[src/rtl/cla_adder_pipe_pkg.sv]
// Shared constants, types and lookahead helpers for the pipelined CLA adder.
package cla_adder_pipe_pkg;

    // Lookahead group size inside a segment.
    localparam int CLA_GRP       = 4;
    localparam int CLA_DEF_WIDTH = 32;
    localparam int CLA_DEF_SEG_W = 8;

    // Group-level generate / propagate pair.
    typedef struct packed {
        logic gg;
        logic gp;
    } cla_grp_pg_t;

    // Legal configuration: whole segments, each a whole number of groups.
    function automatic bit cla_cfg_ok(input int width, input int seg_w);
        return (seg_w > 0) && ((seg_w % CLA_GRP) == 0) &&
               (width >= seg_w) && ((width % seg_w) == 0);
    endfunction

    // Group generate/propagate from the four bit-level g/p terms.
    function automatic cla_grp_pg_t cla_grp_pg(input logic [CLA_GRP-1:0] g,
                                               input logic [CLA_GRP-1:0] p);
        cla_grp_pg_t r;
        r.gg = g[3] | (p[3] & g[2]) | (p[3] & p[2] & g[1]) |
               (p[3] & p[2] & p[1] & g[0]);
        r.gp = &p;
        return r;
    endfunction

    // Carries into the four bits of a group, fully expanded from the group carry-in.
    // The top bit's generate only matters for the group carry-out, so it is not needed here.
    function automatic logic [CLA_GRP-1:0] cla_grp_carry(input logic [CLA_GRP-2:0] g,
                                                         input logic [CLA_GRP-1:0] p,
                                                         input logic              ci);
        logic [CLA_GRP-1:0] c;
        c[0] = ci;
        c[1] = g[0] | (p[0] & ci);
        c[2] = g[1] | (p[1] & g[0]) | (p[1] & p[0] & ci);
        c[3] = g[2] | (p[2] & g[1]) | (p[2] & p[1] & g[0]) | (p[2] & p[1] & p[0] & ci);
        return c;
    endfunction

endpackage

[src/rtl/cla_adder_pipe_if.sv]
// Operand / result handshake bundle of the pipelined CLA adder.
interface cla_adder_pipe_if
    import cla_adder_pipe_pkg::*;
#(
    parameter int WIDTH = CLA_DEF_WIDTH
) ();
    logic             in_valid;
    logic             in_ready;
    logic [WIDTH-1:0] a;
    logic [WIDTH-1:0] b;
    logic             cin;
    logic             sub;
    logic             out_valid;
    logic             out_ready;
    logic [WIDTH-1:0] sum;
    logic             cout;
    logic             ovf;

    // Operand source / result consumer side.
    modport master (
        output in_valid, a, b, cin, sub, out_ready,
        input  in_ready, out_valid, sum, cout, ovf
    );

    // Adder side.
    modport slave (
        input  in_valid, a, b, cin, sub, out_ready,
        output in_ready, out_valid, sum, cout, ovf
    );
endinterface

[src/rtl/cla_adder_pipe_seg.sv]
// One combinational carry-lookahead segment: 4-bit groups, then group-level lookahead.
module cla_seg
    import cla_adder_pipe_pkg::*;
#(
    parameter int SEG_W = CLA_DEF_SEG_W
) (
    input  logic [SEG_W-1:0] a,
    input  logic [SEG_W-1:0] b,
    input  logic             ci,
    output logic [SEG_W-1:0] s,
    output logic             co,
    output logic             c_msb
);
    localparam int NG = SEG_W / CLA_GRP;

    logic [SEG_W-1:0]      g_s;
    logic [SEG_W-1:0]      p_s;
    logic [SEG_W-1:0]      c_s;
    cla_grp_pg_t [NG-1:0]  grp_s;
    logic [NG:0]           cg_s;

    assign g_s = a & b;
    assign p_s = a ^ b;

    // Group generate/propagate for every 4-bit group.
    always_comb begin
        grp_s = '0;
        for (int j = 0; j < NG; j++) begin
            grp_s[j] = cla_grp_pg(g_s[j*CLA_GRP +: CLA_GRP], p_s[j*CLA_GRP +: CLA_GRP]);
        end
    end

    // Group carries as flat sum-of-products over the group terms (no group ripple).
    always_comb begin : p_grp_lookahead
        logic carry_v;
        logic term_v;
        carry_v = 1'b0;
        term_v  = 1'b0;
        cg_s    = '0;
        cg_s[0] = ci;
        for (int j = 0; j < NG; j++) begin
            carry_v = ci;
            for (int m = 0; m <= j; m++) begin
                carry_v = carry_v & grp_s[m].gp;
            end
            for (int i = 0; i <= j; i++) begin
                term_v = grp_s[i].gg;
                for (int m = i + 1; m <= j; m++) begin
                    term_v = term_v & grp_s[m].gp;
                end
                carry_v = carry_v | term_v;
            end
            cg_s[j+1] = carry_v;
        end
    end

    // Bit carries inside each group from that group's lookahead carry-in.
    always_comb begin
        c_s = '0;
        for (int j = 0; j < NG; j++) begin
            c_s[j*CLA_GRP +: CLA_GRP] = cla_grp_carry(g_s[j*CLA_GRP +: CLA_GRP-1],
                                                      p_s[j*CLA_GRP +: CLA_GRP], cg_s[j]);
        end
    end

    assign s     = p_s ^ c_s;
    assign co    = cg_s[NG];
    assign c_msb = c_s[SEG_W-1];

endmodule

[src/rtl/cla_adder_pipe.sv]
// Pipelined carry-lookahead adder/subtractor. Segment 0 works straight off the
// accepted operands; each later segment works off one register rank, so a beat
// leaves the output register NSEG clock edges after it is accepted. Unprocessed
// operand slices ride along in skew registers, finished sum slices in deskew
// registers. One global advance enable stalls the whole pipe.
module cla_adder_pipe
    import cla_adder_pipe_pkg::*;
#(
    parameter int WIDTH = CLA_DEF_WIDTH,
    parameter int SEG_W = CLA_DEF_SEG_W
) (
    input  logic            clk,
    input  logic            rst,
    cla_adder_pipe_if.slave pipe_if
);
    // An illegal WIDTH/SEG_W pair builds no stages at all, leaving the outputs
    // undriven, which elaboration reports.
    localparam int NSEG = cla_cfg_ok(WIDTH, SEG_W) ? (WIDTH / SEG_W) : 0;

    logic             adv_s;
    logic             in_acc_s;
    logic [WIDTH-1:0] b_eff_s;
    logic             c_eff_s;

    logic             out_valid_q;
    logic [WIDTH-1:0] sum_q;
    logic             cout_q;
    logic             ovf_q;

    // The pipe moves whenever the output slot is empty or being drained.
    assign adv_s    = ~out_valid_q | pipe_if.out_ready;
    assign in_acc_s = pipe_if.in_valid & adv_s;

    // Subtraction is a + ~b + ~cin.
    assign b_eff_s = pipe_if.sub ? ~pipe_if.b   : pipe_if.b;
    assign c_eff_s = pipe_if.sub ? ~pipe_if.cin : pipe_if.cin;

    for (genvar k = 0; k < NSEG; k++) begin : g_stg
        localparam int LO = k * SEG_W;
        localparam int HW = WIDTH - LO;

        // Operand bits from this segment upward, carry in, beat valid.
        logic [HW-1:0]       hi_a_s;
        logic [HW-1:0]       hi_b_s;
        logic                c_s;
        logic                v_s;
        // Finished sum bits up to and including this segment.
        logic [LO+SEG_W-1:0] sum_out_s;
        logic [SEG_W-1:0]    seg_s;
        logic                co_s;

        if (k == 0) begin : g_src
            assign hi_a_s    = pipe_if.a;
            assign hi_b_s    = b_eff_s;
            assign c_s       = c_eff_s;
            assign v_s       = in_acc_s;
            assign sum_out_s = seg_s;
        end else begin : g_rank
            localparam int PHW = HW + SEG_W;

            logic [HW-1:0] a_q;
            logic [HW-1:0] b_q;
            logic [LO-1:0] s_q;
            logic          c_q;
            logic          v_q;

            // Rank register between segment k-1 and k: skewed operands, deskewed sum, carry.
            always_ff @(posedge clk or posedge rst) begin
                if (rst) begin
                    v_q <= 1'b0;
                    c_q <= 1'b0;
                    a_q <= '0;
                    b_q <= '0;
                    s_q <= '0;
                end else if (adv_s) begin
                    v_q <= g_stg[k-1].v_s;
                    c_q <= g_stg[k-1].co_s;
                    a_q <= g_stg[k-1].hi_a_s[PHW-1:SEG_W];
                    b_q <= g_stg[k-1].hi_b_s[PHW-1:SEG_W];
                    s_q <= g_stg[k-1].sum_out_s;
                end
            end

            assign hi_a_s    = a_q;
            assign hi_b_s    = b_q;
            assign c_s       = c_q;
            assign v_s       = v_q;
            assign sum_out_s = {seg_s, s_q};
        end

        if (k == NSEG - 1) begin : g_tail
            logic c_msb_s;
            logic ovf_d;

            cla_seg #(.SEG_W(SEG_W)) u_seg (
                .a     (hi_a_s[SEG_W-1:0]),
                .b     (hi_b_s[SEG_W-1:0]),
                .ci    (c_s),
                .s     (seg_s),
                .co    (co_s),
                .c_msb (c_msb_s)
            );

            // Signed overflow: carry into the MSB disagrees with carry out of it.
            assign ovf_d = c_msb_s ^ co_s;

            // Output register; holds its beat while the consumer stalls.
            always_ff @(posedge clk or posedge rst) begin
                if (rst) begin
                    out_valid_q <= 1'b0;
                    sum_q       <= '0;
                    cout_q      <= 1'b0;
                    ovf_q       <= 1'b0;
                end else if (adv_s) begin
                    out_valid_q <= v_s;
                    sum_q       <= sum_out_s;
                    cout_q      <= co_s;
                    ovf_q       <= ovf_d;
                end
            end
        end else begin : g_body
            // Only the last segment's MSB carry feeds overflow.
            logic c_msb_unused_s;

            cla_seg #(.SEG_W(SEG_W)) u_seg (
                .a     (hi_a_s[SEG_W-1:0]),
                .b     (hi_b_s[SEG_W-1:0]),
                .ci    (c_s),
                .s     (seg_s),
                .co    (co_s),
                .c_msb (c_msb_unused_s)
            );
        end
    end

    assign pipe_if.in_ready  = adv_s;
    assign pipe_if.out_valid = out_valid_q;
    assign pipe_if.sum       = sum_q;
    assign pipe_if.cout      = cout_q;
    assign pipe_if.ovf       = ovf_q;

endmodule

[src/flat_wrapper.sv]
// flat-port wrapper written by rule: the top's interface ports become plain ports
module cla_adder_pipe_flat import cla_adder_pipe_pkg::*;
#(
    parameter int WIDTH = CLA_DEF_WIDTH,
    parameter int SEG_W = CLA_DEF_SEG_W
)
  (clk, rst, pipe_if_in_valid, pipe_if_a, pipe_if_b, pipe_if_cin, pipe_if_sub, pipe_if_out_ready, pipe_if_in_ready, pipe_if_out_valid, pipe_if_sum, pipe_if_cout, pipe_if_ovf);
  cla_adder_pipe_if #(.WIDTH(WIDTH)) pipe_if_i ();
  input  logic clk;
  input  logic rst;
  input wire logic [$bits(pipe_if_i.in_valid)-1:0] pipe_if_in_valid;
  input wire logic [$bits(pipe_if_i.a)-1:0] pipe_if_a;
  input wire logic [$bits(pipe_if_i.b)-1:0] pipe_if_b;
  input wire logic [$bits(pipe_if_i.cin)-1:0] pipe_if_cin;
  input wire logic [$bits(pipe_if_i.sub)-1:0] pipe_if_sub;
  input wire logic [$bits(pipe_if_i.out_ready)-1:0] pipe_if_out_ready;
  output wire logic [$bits(pipe_if_i.in_ready)-1:0] pipe_if_in_ready;
  output wire logic [$bits(pipe_if_i.out_valid)-1:0] pipe_if_out_valid;
  output wire logic [$bits(pipe_if_i.sum)-1:0] pipe_if_sum;
  output wire logic [$bits(pipe_if_i.cout)-1:0] pipe_if_cout;
  output wire logic [$bits(pipe_if_i.ovf)-1:0] pipe_if_ovf;
  assign pipe_if_i.in_valid = pipe_if_in_valid;
  assign pipe_if_i.a = pipe_if_a;
  assign pipe_if_i.b = pipe_if_b;
  assign pipe_if_i.cin = pipe_if_cin;
  assign pipe_if_i.sub = pipe_if_sub;
  assign pipe_if_i.out_ready = pipe_if_out_ready;
  assign pipe_if_in_ready = pipe_if_i.in_ready;
  assign pipe_if_out_valid = pipe_if_i.out_valid;
  assign pipe_if_sum = pipe_if_i.sum;
  assign pipe_if_cout = pipe_if_i.cout;
  assign pipe_if_ovf = pipe_if_i.ovf;
  cla_adder_pipe #(.WIDTH(WIDTH), .SEG_W(SEG_W)) u_core (.clk(clk), .rst(rst), .pipe_if(pipe_if_i));
endmodule
[config.mk]
export PLATFORM = sky130hd
export DESIGN_NAME = cla_adder_pipe_flat
export DESIGN_NICKNAME = d
export VERILOG_FILES = /design/src/rtl/cla_adder_pipe_pkg.sv /design/src/rtl/cla_adder_pipe_if.sv /design/src/rtl/cla_adder_pipe_seg.sv /design/src/rtl/cla_adder_pipe.sv /design/src/flat_wrapper.sv
export SDC_FILE = /design/constraint.sdc
export NUM_CORES = 1
export LEC_CHECK = 0
export ABC_AREA = 0
export BUFFER_PORTS_ARGS = -buffer_cell sky130_fd_sc_hd__buf_4
export CORE_ASPECT_RATIO = 0.8
export CORE_MARGIN = 3
export CORE_UTILIZATION = 54
export CTS_BUF_LIST = sky130_fd_sc_hd__clkbuf_4
export DETAILED_ROUTE_END_ITERATION = 16
export GPL_TIMING_DRIVEN = 0
export PLACE_DENSITY = 0.87
export SLEW_MARGIN = 5
export SYNTH_ARGS = -nofsm -noshare
export SYNTH_HDL_FRONTEND = slang
export SYNTH_SLANG_ARGS = --single-unit
[constraint.sdc]
create_clock -name clk -period 6.41 [get_ports clk]
set_clock_uncertainty 0.2 [all_clocks]
set_input_delay 0.9615 -clock clk [delete_from_list [all_inputs] [get_ports clk]]
set_output_delay 0.9615 -clock clk [all_outputs]
set_load 0.03 [all_outputs]
==> key figures, run 1 <==
GRT
  – Met2 Usage GRT: 39.9%
  – Vias in the first global route: 6,534
  – Met1 usage in global routing: 33.6%
  – Total track usage: 24.9%
  – GR Layer Usage met3: 4.95%
  – Largest net degree at the start of global routing: 112
  – Initial antenna violation count: 0
  – Grt peak-use layer: met2
  – Total gr overflow: 0
  – First-pass GRT wire length: 31.9 mm

STA
  – Max-Slew Margin vs Limit: 35.6%
  – Finish-stage setup viols: 0
  – Slew Viols, Final: 0
  – TNS Setup: 0 ps
  – Setup ws final: 2350 ps
  – Tmin final: 4060 ps
  – Period utilisation layout: 63.4%
  – RSZ-0062 raised after global routing: false
  – FMAX: 246 MHz
  – Hold Vio Cnt, Final: 0
  – Worst-Margin Slew: 966 ps

Run status
  – Status: finished, final reports clean

Synthesis
  – Mapped cell area: 8280 um^2
  – Seq cells post-synth: 185
  – FFs w/ async S/R, synth: 100%
  – Top_reg_cell synth: dfrtp_1
  – Synth warn: 0
  – Cell taking the most area after synthesis: dfrtp_1
  – Synthesized area per cell: 9.19 um^2
  – Syn Nets: 1,011
  – Yosys cell types: 40
  – Post-synth top area share: 55.9%
  – Top cells by area, synth: dfrtp_1 56%, nand2_1 19%, ha_1 4.8%, xnor2_1 3.2%, o21ai_1 2.6%
  – Post-synth EDFFs: 0
  – Register area share after synthesis: 55.9%
  – Syn Inst Count: 901

Power and ir drop
  – Clock power frac: 14.0%
  – Sw Ratio: 41.7%
  – IR drop worst, VDD: 0.000233 V
  – Sw Pwr: 1.97 mW
  – Seq pwr share: 42.5%
  – Gate power share: 43.5%
  – Pleak: 4.94 nW
  – Internal power: 2.75 mW
  – Pwr/cell area: 491 nW/um^2

Worst setup path
  – CP Data Arrival Time: 2900 ps
  – Worst path most repeated cell: clkbuf_1
  – Worst Path Buf+Inv: 5
  – Max stage delay on crit path: 590 ps
  – Cell family with most CP delay: buffers and inverters
  – Startpoint Class: register
  – Ordered list of cells on the worst path: nor2b_1 -> clkbuf_1 -> inv_2 -> clkbuf_1 -> clkbuf_1 -> buf_4
  – Crit. End Element: output port
  – Setup Crit Path Kind: register to output port
  – Worst Path Required: 5250 ps
  – CP Max Fanout: 10
  – Crit-path slowest cell: clkbuf_1

Route
  – DR iter-0 viols: 384
  – Drt drc: 0
  – Routed WL: 19.7 mm
  – DRT antenna net count: 0
  – Routed length per instance: 16.2 um
  – Vias per cell: 5.36
  – TritonRoute pass-1 iters: 5
  – Vias post-DR: 6,540

Die
  – Chip Height: 117 um
  – Core area: 14,600 um^2
  – Row count: 39
  – Die ar.: 16,900 um^2
  – Initial core utilization: 56.5%
  – Die Span X: 144 um
  – I/O pin count: 106

Placed design
  – IO buf count: 104
  – DP HPWL: 14.4 mm
  – Placed cell area: 9320 um^2
  – Place WS: 2490 ps
  – GP Congestion: 0.874

Clock tree
  – Worst skew pair latency: 580 ps
  – Clock sinks: 185
  – H-tree Lvls: 4
  – CTS buffer count: 17
  – Resize count post-CTS: 0
  – CTS tree: built
  – Hold-fix buffers, CTS: 0
  – Clk slew on worst S/H paths: 140 ps
  – Clk buf depth: 2
  – Post-CTS Setup Bufs: 0
  – Root Buffer: clkbuf_4

Cells and area
  – Nets: 1,135
  – Layout overhead on the synthesized area: 16.0%
  – Ant. Diodes: 0
  – Share of cells above drive strength 1: 13.1%
  – Fin area: 9600 um^2
  – Final core utilization: 65.6%

Run
  – Max_cap viols: 0

Worst hold path
  – Min-Delay Path Class: primary input to asynchronous set/reset pin
[cell usage in the layout, fill, tap and decap left out, types with 6 or more instances in the layout]
| master | instances |
|---|---|
| dfrtp_1 | 185 |
| xor2_1 | 18 |
| nor3_1 | 8 |
| nand2_1 | 412 |
| ha_1 | 32 |
| xnor2_1 | 30 |
| inv_1 | 15 |
| fa_1 | 8 |
| nor2_1 | 23 |
| clkbuf_1 | 43 |
| buf_4 | 104 |
| o21ai_1 | 43 |
| a21oi_1 | 25 |
| o31ai_1 | 6 |
| clkbuf_4 | 20 |
[per-stage QoR]
step	power, mW	std cells	hold slack (ps)
finish	4.71	1221	215
global route	5.06	1221	214
CTS	4.71	1221	222
detailed placement	4.06	1190	255
global placement	3.93	1189	243
floorplan	3.37	901	230
[worst register-to-register path, stage by stage (launching register included)]
cell,delay [ps]
dfrtp_1,400
nor2b_1,120
clkbuf_1,170
inv_2,210
clkbuf_1,530
clkbuf_1,600
a21oi_1,170
[power by group through the flow]
stage	sequential, mW	combinational, mW	clock (mW)
global placement	2.00	1.93	0
global route	2.06	2.29	0.715
floorplan	2.15	1.22	0
finish	2.00	2.05	0.659
detailed placement	2.02	2.04	0
CTS	2.00	2.06	0.661
[flip-flops by register name, summed over array words and instances, names as in the netlist]
name	cells
u_core.g_stg.c_s	3
u_core.pipe_if.sum	32
u_core.g_stg.g_rank.s_q	48
u_core.g_stg.g_rank.b_q	48
u_core.pipe_if.ovf	1
u_core.g_stg.g_rank.v_q	3
u_core.g_stg.g_rank.a_q	48
u_core.pipe_if.cout	1
u_core.pipe_if.out_valid	1
[cell type report]
type	count	area [um^2]
clock inverter	11	130
clock buffer	20	150
timing repair buffer	105	808
buffer	45	178
fill	1189	5040
tap	184	230
sequential	185	4630
multi-input combinational	654	3410
inverter	17	71.3
[synth_stat cells (2+ instances only)]
cell type	n
nand4_1	2
a211oi_1	3
o21ai_1	43
o31ai_1	6
xnor2_1	30
a21oi_1	25
nor4_1	3
mux2i_1	2
a22oi_1	2
inv_1	16
clkbuf_1	43
o21a_1	5
a21o_1	5
nor2_1	23
xor2_1	18
nor3_1	8
nand2b_1	5
nor2b_1	4
ha_1	32
nand2_1	412
dfrtp_1	185
fa_1	8
o211a_1	3
o21bai_1	2
[worst paths after layout]
check | start | endpoint | slack [ps] | depth (start not counted)
worst max-delay path | u_core.pipe_if.out_valid | pipe_if_in_ready | 2350 | 6
worst min-delay path | rst | u_core.g_stg[2].g_rank.b_q[3] | 220 | 2
worst max register to register | u_core.pipe_if.out_valid | u_core.g_stg[3].g_rank.s_q[19] | 3870 | 6
worst min register to register | u_core.g_stg[3].g_rank.s_q[5] | u_core.pipe_if.sum[5] | 270 | 2
max in group asynchronous | rst | u_core.g_stg[1].g_rank.a_q[3] | 4890 | 3
min in group clk | u_core.g_stg[3].g_rank.s_q[5] | u_core.pipe_if.sum[5] | 270 | 2
[layer usage]
metal / up-vias / wire (um) / share of wire, %
met4: 0 / 538 / 2.7
met3: 43 / 1320 / 6.7
met1: 3138 / 8610 / 44
li1: 3121 / - / -
met5: - / 0 / 0
met2: 238 / 9270 / 47
[cell families (layout without fill, tap and decap cells)]
family | after synthesis | count (layout) | synth area share [%]
flip-flops | 185 | 185 | 55.9
buffers and inverters | 62 | 198 | 2.92
AND/OR/NAND/NOR | 463 | 463 | 21.7
XOR/XNOR | 48 | 48 | 5.08
AO/OA/AOI/OAI | 101 | 101 | 7.32
adder cells (fa/ha/maj) | 40 | 40 | 6.77
multiplexers | 2 | 2 | 0.242
Note: power is estimated with default switching activity, not from simulation.
==> run 2, diff against run 1 <==
Settings changed: ABC_AREA 0 to 1, CORE_UTILIZATION 54 to 60, PLACE_DENSITY 0.87 to 0.91.
Clock period 6.41 ns to 4.1 ns, I/O delays scaled along.
==> run 2 against run 1 <==
Worst setup slack lost 1100 ps. Via count grew 8.8%. Count of clock-buffer cells in the layout shrank 3. Synthesized cell count grew 7.1%. Critical path type unchanged. Largest power group unchanged. Flip-flop and latch count is the same. Total power grew 59%. Cell area grew 5.4%. Global-route usage grew 3.4 points. Final cell count grew 7.0%. Worst hold slack lost 200 ps.
==> key figures, run 2 <==
Placed design
  – IO buf count: 104
  – DP HPWL: 15.5 mm
  – GP Congestion: 0.954
  – Place WS: 1230 ps

Route
  – Vias post-DR: 7,117
  – DR iter-0 viols: 501
  – Drt drc: 0
  – Routed length per instance: 16.3 um
  – Vias per cell: 5.45
  – TritonRoute pass-1 iters: 5
  – Routed WL: 21.3 mm
  – DRT antenna net count: 0

GRT
  – Largest net degree at the start of global routing: 37
  – Initial antenna violation count: 0
  – Total track usage: 28.2%
  – First-pass GRT wire length: 34.9 mm
  – Vias in the first global route: 7,075
  – Total gr overflow: 0

STA
  – Period utilisation layout: 68.5%
  – Max-Slew Margin vs Limit: 48.1%
  – Setup ws final: 1290 ps
  – Slew Viols, Final: 0
  – TNS Setup: 0 ps
  – FMAX: 356 MHz
  – Worst-Margin Slew: 776 ps
  – Finish-stage setup viols: 0
  – Tmin final: 2810 ps
  – Hold Vio Cnt, Final: 0
  – RSZ-0062 raised after global routing: false

Cells and area
  – Most common cell after layout, fill and taps aside: nand2_1
  – Nets: 1,224
  – Commonest cells after routing, fill and taps aside: 429 x nand2_1, 185 x dfrtp_1, 115 x buf_4
  – Largest regs: u_core.g_stg.g_rank.a_q (48), u_core.g_stg.g_rank.b_q (48), u_core.g_stg.g_rank.s_q (48)
  – Final core utilization: 73.9%
  – Ant. Diodes: 0
  – Share of cells above drive strength 1: 15.6%
  – Layout overhead on the synthesized area: 19.3%

Worst setup path
  – Worst Path Required: 3280 ps
  – Startpoint Class: register
  – Worst path most repeated cell: buf_2
  – Ordered list of cells on the worst path: inv_1 -> nor2_4 -> inv_2 -> buf_2 -> buf_2 -> buf_4
  – Crit. End Element: output port
  – Crit-path slowest cell: dfrtp_1
  – CP Data Arrival Time: 2000 ps
  – CP Max Fanout: 10
  – Cell family with most CP delay: buffers and inverters
  – Worst Path Buf+Inv: 5
  – Max stage delay on crit path: 430 ps
  – Setup Crit Path Kind: register to output port

Clock tree
  – H-tree Lvls: 4
  – CTS buffer count: 17
  – Clk slew on worst S/H paths: 170 ps
  – Root Buffer: clkbuf_4
  – Clock sinks: 185
  – CTS tree: built
  – Worst skew pair latency: 610 ps
  – Clk buf depth: 2

Power and ir drop
  – Seq pwr share: 41.6%
  – Internal power: 4.14 mW
  – Sw Ratio: 44.7%
  – Pwr/cell area: 740 nW/um^2
  – IR drop worst, VDD: 0.000368 V
  – Sw Pwr: 3.35 mW
  – Pleak: 5.33 nW
  – Gate power share: 44.5%
  – Clock power frac: 13.9%

Synthesis
  – Post-synth EDFFs: 0
  – Post-synth top area share: 54.5%
  – Synth warn: 0
  – Syn Nets: 1,075
  – Cell taking the most area after synthesis: dfrtp_1
  – Top_reg_cell synth: dfrtp_1
  – Most common cell in the netlist: nand2_1
  – Top cells by area, synth: dfrtp_1 55%, nand2_1 19%, ha_1 4.7%, o21ai_0 4.7%, xnor2_1 3.0%
  – Synthesized area per cell: 8.80 um^2
  – FFs w/ async S/R, synth: 100%
  – Top cells by count, synth: 429 x nand2_1, 185 x dfrtp_1, 80 x o21ai_0, 58 x inv_1, 32 x ha_1
  – Yosys cell types: 30
  – Register area share after synthesis: 54.5%
  – Syn Inst Count: 965
  – Mapped cell area: 8490 um^2
  – Seq cells post-synth: 185

Run
  – Max_cap viols: 0

Die
  – Row count: 38
  – Die Span X: 139 um
  – Initial core utilization: 62.0%
  – I/O pin count: 106
  – Chip Height: 112 um
  – Die ar.: 15,600 um^2
  – Core area: 13,700 um^2

Worst hold path
  – Min-Delay Path Class: primary input to register

Run status
  – Status: finished, final reports clean
run 2: cell types whose count changed after synthesis, moves of 6 or more:
cell	previous run	this run
xor2_1	18	11
o21ai_1	43	0
nand3_1	1	25
o21ai_0	0	80
buf_4	0	11
o31ai_1	6	0
buf_2	1	15
nand2_1	412	429
a21oi_1	25	17
inv_1	16	58
nor3_1	8	0
clkbuf_1	43	17
nand3b_1	0	6
run 2: through the flow:
stage               hold slack, ps  instance area (um^2)  std cells  power [mW]
CTS                           3.92                 10100       1304        7.44
global route                 0.773                 10100       1307        8.05
detailed placement             249                  9600       1254        6.40
floorplan                      220                  8490        965        5.27
finish                        17.1                 10100       1307        7.49
global placement               250                  9500       1249        6.18
run 2: cells by family (layout without fill, tap and decap cells):
logic type	after synthesis	in the layout	share of synthesized area, %
fa+ha+maj	40	40	6.60
xor+xnor	40	40	4.13
buf+inv	103	265	5.35
flops	185	185	54.5
compound gates	105	105	6.43
simple gates	492	492	23.0
run 2: tightest hold or removal path, cell delays in order:
cell	delay, ps
buf_4	80
nand2_1	50
nand2_1	50
run 2: worst paths after layout:
kind	start	to	slack (ps)	depth (start not counted)
max in group asynchronous	rst	u_core.g_stg[1].g_rank.a_q[23]	2310	5
worst max-delay path	u_core.pipe_if.out_valid	pipe_if_in_ready	1290	6
worst min-delay path	pipe_if_a[15]	u_core.g_stg[1].g_rank.a_q[7]	20	3
worst min register to register	u_core.g_stg[3].g_rank.v_q	u_core.pipe_if.out_valid	260	2
min in group asynchronous	rst	u_core.g_stg[2].g_rank.a_q[11]	480	3
worst max register to register	u_core.g_stg[2].g_rank.a_q[1]	u_core.g_stg[3].g_rank.s_q[21]	1610	7
run 2: final cells by class:
type / instances / area [um^2]
plain buffers: 44 / 233
clock buffers: 17 / 128
clock inverters: 15 / 189
fillers: 949 / 3570
inverters: 59 / 225
multi-input cells: 677 / 3410
flip-flops and latches: 185 / 4630
well taps: 180 / 225
repair buffers: 130 / 1090
run 2: what timing repair did:
action | CTS | global route
buffers inserted | 0 | 0
endpoints found under the hold margin | 50 | 3
gates resized for setup | 0 | 0
hold buffers | 18 | 3
run 2: layer usage:
layer | wire length, um | part of all wire (%) | global-route usage, %
met2 | 10200 | 48 | 45.5
met1 | 8980 | 42 | 38.6
met3 | 1720 | 8.1 | 6.94
met4 | 422 | 2.0 | 8.80
met5 | 0 | 0 | 0
run 2: power groups by stage:
stage | Combinational (mW) | Sequential [mW] | Clock [mW]
3_3_place_gp | 3.08 | 3.10 | 0
3_5_place_dp | 3.26 | 3.13 | 0
2_1_floorplan | 1.93 | 3.33 | 0
4_1_cts | 3.30 | 3.10 | 1.04
6_report | 3.33 | 3.12 | 1.04
5_1_grt | 3.72 | 3.20 | 1.13
==> run 3, diff against run 2 <==
Clock period 4.1 ns to 2.7 ns, I/O delays scaled along.
==> run 3 against run 2 <==
Cell area up 3.3%. Via count up 3.4%. Total power up 53%. Die area unchanged. Critical path type unchanged. Highest routed layer unchanged.
==> key figures, run 3 (same netlist as run 2, synthesis figures left out) <==
Run status
  – Status: finished, final reports clean

Die
  – Initial core utilization: 62.0%
  – Die ar.: 15,600 um^2
  – Chip Height: 112 um
  – I/O pin count: 106
  – Die Span X: 139 um
  – Core area: 13,700 um^2
  – Row count: 38

Cells and area
  – Largest regs: u_core.g_stg.g_rank.a_q (48), u_core.g_stg.g_rank.b_q (48), u_core.g_stg.g_rank.s_q (48)
  – Final core utilization: 76.4%
  – Nets: 1,257
  – Ant. Diodes: 0
  – Layout overhead on the synthesized area: 23.2%
  – Commonest cells after routing, fill and taps aside: 429 x nand2_1, 185 x dfrtp_1, 115 x buf_4
  – Most common cell after layout, fill and taps aside: nand2_1
  – Share of cells above drive strength 1: 15.2%

Clock tree
  – Clock sinks: 185
  – Worst skew pair latency: 620 ps
  – CTS buffer count: 17
  – CTS tree: built
  – Clk slew on worst S/H paths: 180 ps
  – Clk buf depth: 2
  – Root Buffer: clkbuf_4
  – H-tree Lvls: 4

Worst setup path
  – Reg2reg path depth: 7
  – CP Data Arrival Time: 1970 ps
  – Worst Path Required: 2100 ps
  – FF-to-FF setup slack: 240 ps
  – Startpoint Class: register
  – Worst flop-to-flop path startpoint: u_core.g_stg[2].g_rank.a_q[1]
  – Reg-to-Reg End: u_core.g_stg[3].g_rank.s_q[21]
  – Crit. End Element: output port
  – Setup Crit Path Kind: register to output port
  – Worst Setup SP: u_core.pipe_if.out_valid
  – CP Max Fanout: 10
  – Setup crit end: pipe_if_in_ready

STA
  – Hold Vio Cnt, Final: 0
  – Worst-Margin Slew: 771 ps
  – Tmin final: 2580 ps
  – Slew Viols, Final: 0
  – FMAX: 388 MHz
  – Period utilisation layout: 95.4%
  – Max-Slew Margin vs Limit: 48.5%
  – Finish-stage setup viols: 0
  – RSZ-0062 raised after global routing: false

GRT
  – Vias in the first global route: 7,383
  – First-pass GRT wire length: 36.5 mm
  – Total track usage: 29.5%
  – Total gr overflow: 0
  – Initial antenna violation count: 0
  – Largest net degree at the start of global routing: 37

Route
  – Vias post-DR: 7,361
  – DRT antenna net count: 0
  – Routed WL: 22.3 mm
  – TritonRoute pass-1 iters: 5
  – Vias per cell: 5.49
  – Routed length per instance: 16.6 um
  – DR iter-0 viols: 559
  – Drt drc: 0

Power and ir drop
  – IR drop worst, VDD: 0.000610 V
  – Pwr/cell area: 1100 nW/um^2
  – Tot Pwr: 11.5 mW
  – Pleak: 5.47 nW

Run
  – Max_cap viols: 0

Placed design
  – GP Congestion: 0.954
  – DP HPWL: 15.5 mm
  – IO buf count: 104

Worst hold path
  – Min-Delay Path Class: primary input to register
## run 3: cell types whose count changed in the layout (fill, tap and decap cells not counted)
cell           before  now
buf_2              15   14
clkbuf_4           17   18
dlygate4sd3_1      21   54
## run 3: worst min path at each step
stage | start | endpoint | slack (ps) | cells after the start
global placement | u_core.g_stg[1].g_rank.a_q[14] | u_core.g_stg[2].g_rank.a_q[6] | 250 | 2
detailed placement | u_core.g_stg[3].g_rank.v_q | u_core.pipe_if.out_valid | 250 | 2
floorplan | u_core.g_stg[3].g_rank.v_q | u_core.pipe_if.out_valid | 220 | 2
finish | pipe_if_a[6] | u_core.g_stg[1].g_rank.s_q[6] | 4 | 5
global route | pipe_if_a[6] | u_core.g_stg[1].g_rank.s_q[6] | 20 | 5
CTS | pipe_if_a[6] | u_core.g_stg[1].g_rank.s_q[6] | 6 | 5
## run 3: worst max-delay path, cell delays in order, from the launching register on
cell and delay [ps]:
dfrtp_1 440, inv_1 100, nor2_4 50, inv_2 80
buf_2 220, clkbuf_4 270, buf_4 190
## run 3: layout make-up
| cell class | count | area (um^2) |
|---|---|---|
| Clock buffer | 17 | 128 |
| Clock inverter | 15 | 189 |
| Timing Repair Buffer | 163 | 1420 |
| Inverter | 59 | 225 |
| Buffer | 44 | 235 |
| Sequential cell | 185 | 4630 |
| Fill cell | 883 | 3230 |
| Multi-Input combinational cell | 677 | 3410 |
| Tap cell | 180 | 225 |
## run 3: what timing repair did
item,CTS,global route
hold endpoints to repair,83,1
resized for setup,0,1
hold buffers,53,1
buffers inserted,0,0
setup endpoints to repair,0,1
## run 3: through the flow
stage | worst slack, ps | setup TNS (ps) | hold WS [ps] | area [um^2] | instances
global route | 45.9 | 0 | 23.3 | 10500 | 1340
floorplan | -284 | -52450 | 220 | 8490 | 965
global placement | -1260 | -232060 | 250 | 9500 | 1249
detailed placement | 44.6 | 0 | 249 | 9600 | 1254
finish | 123 | 0 | 3.57 | 10500 | 1340
CTS | 119 | 0 | 5.71 | 10400 | 1339
## run 3: layer usage
layer | wire length, um | vias to the layer above | global-route usage, % | part of all wire (%)
li1 | - | 3388 | - | -
met1 | 9320 | 3556 | 39.4 | 42
met2 | 10700 | 365 | 48.5 | 48
met3 | 1820 | 52 | 6.98 | 8.2
met4 | 486 | 0 | 9.58 | 2.2
met5 | 0 | - | 0 | 0
## run 3: power by group
part / internal (mW) / total (mW) / switching [mW]
logic: 1.89 / 5.13 / 3.23
clock network: 0.445 / 1.59 / 1.15
registers: 3.99 / 4.74 / 0.754
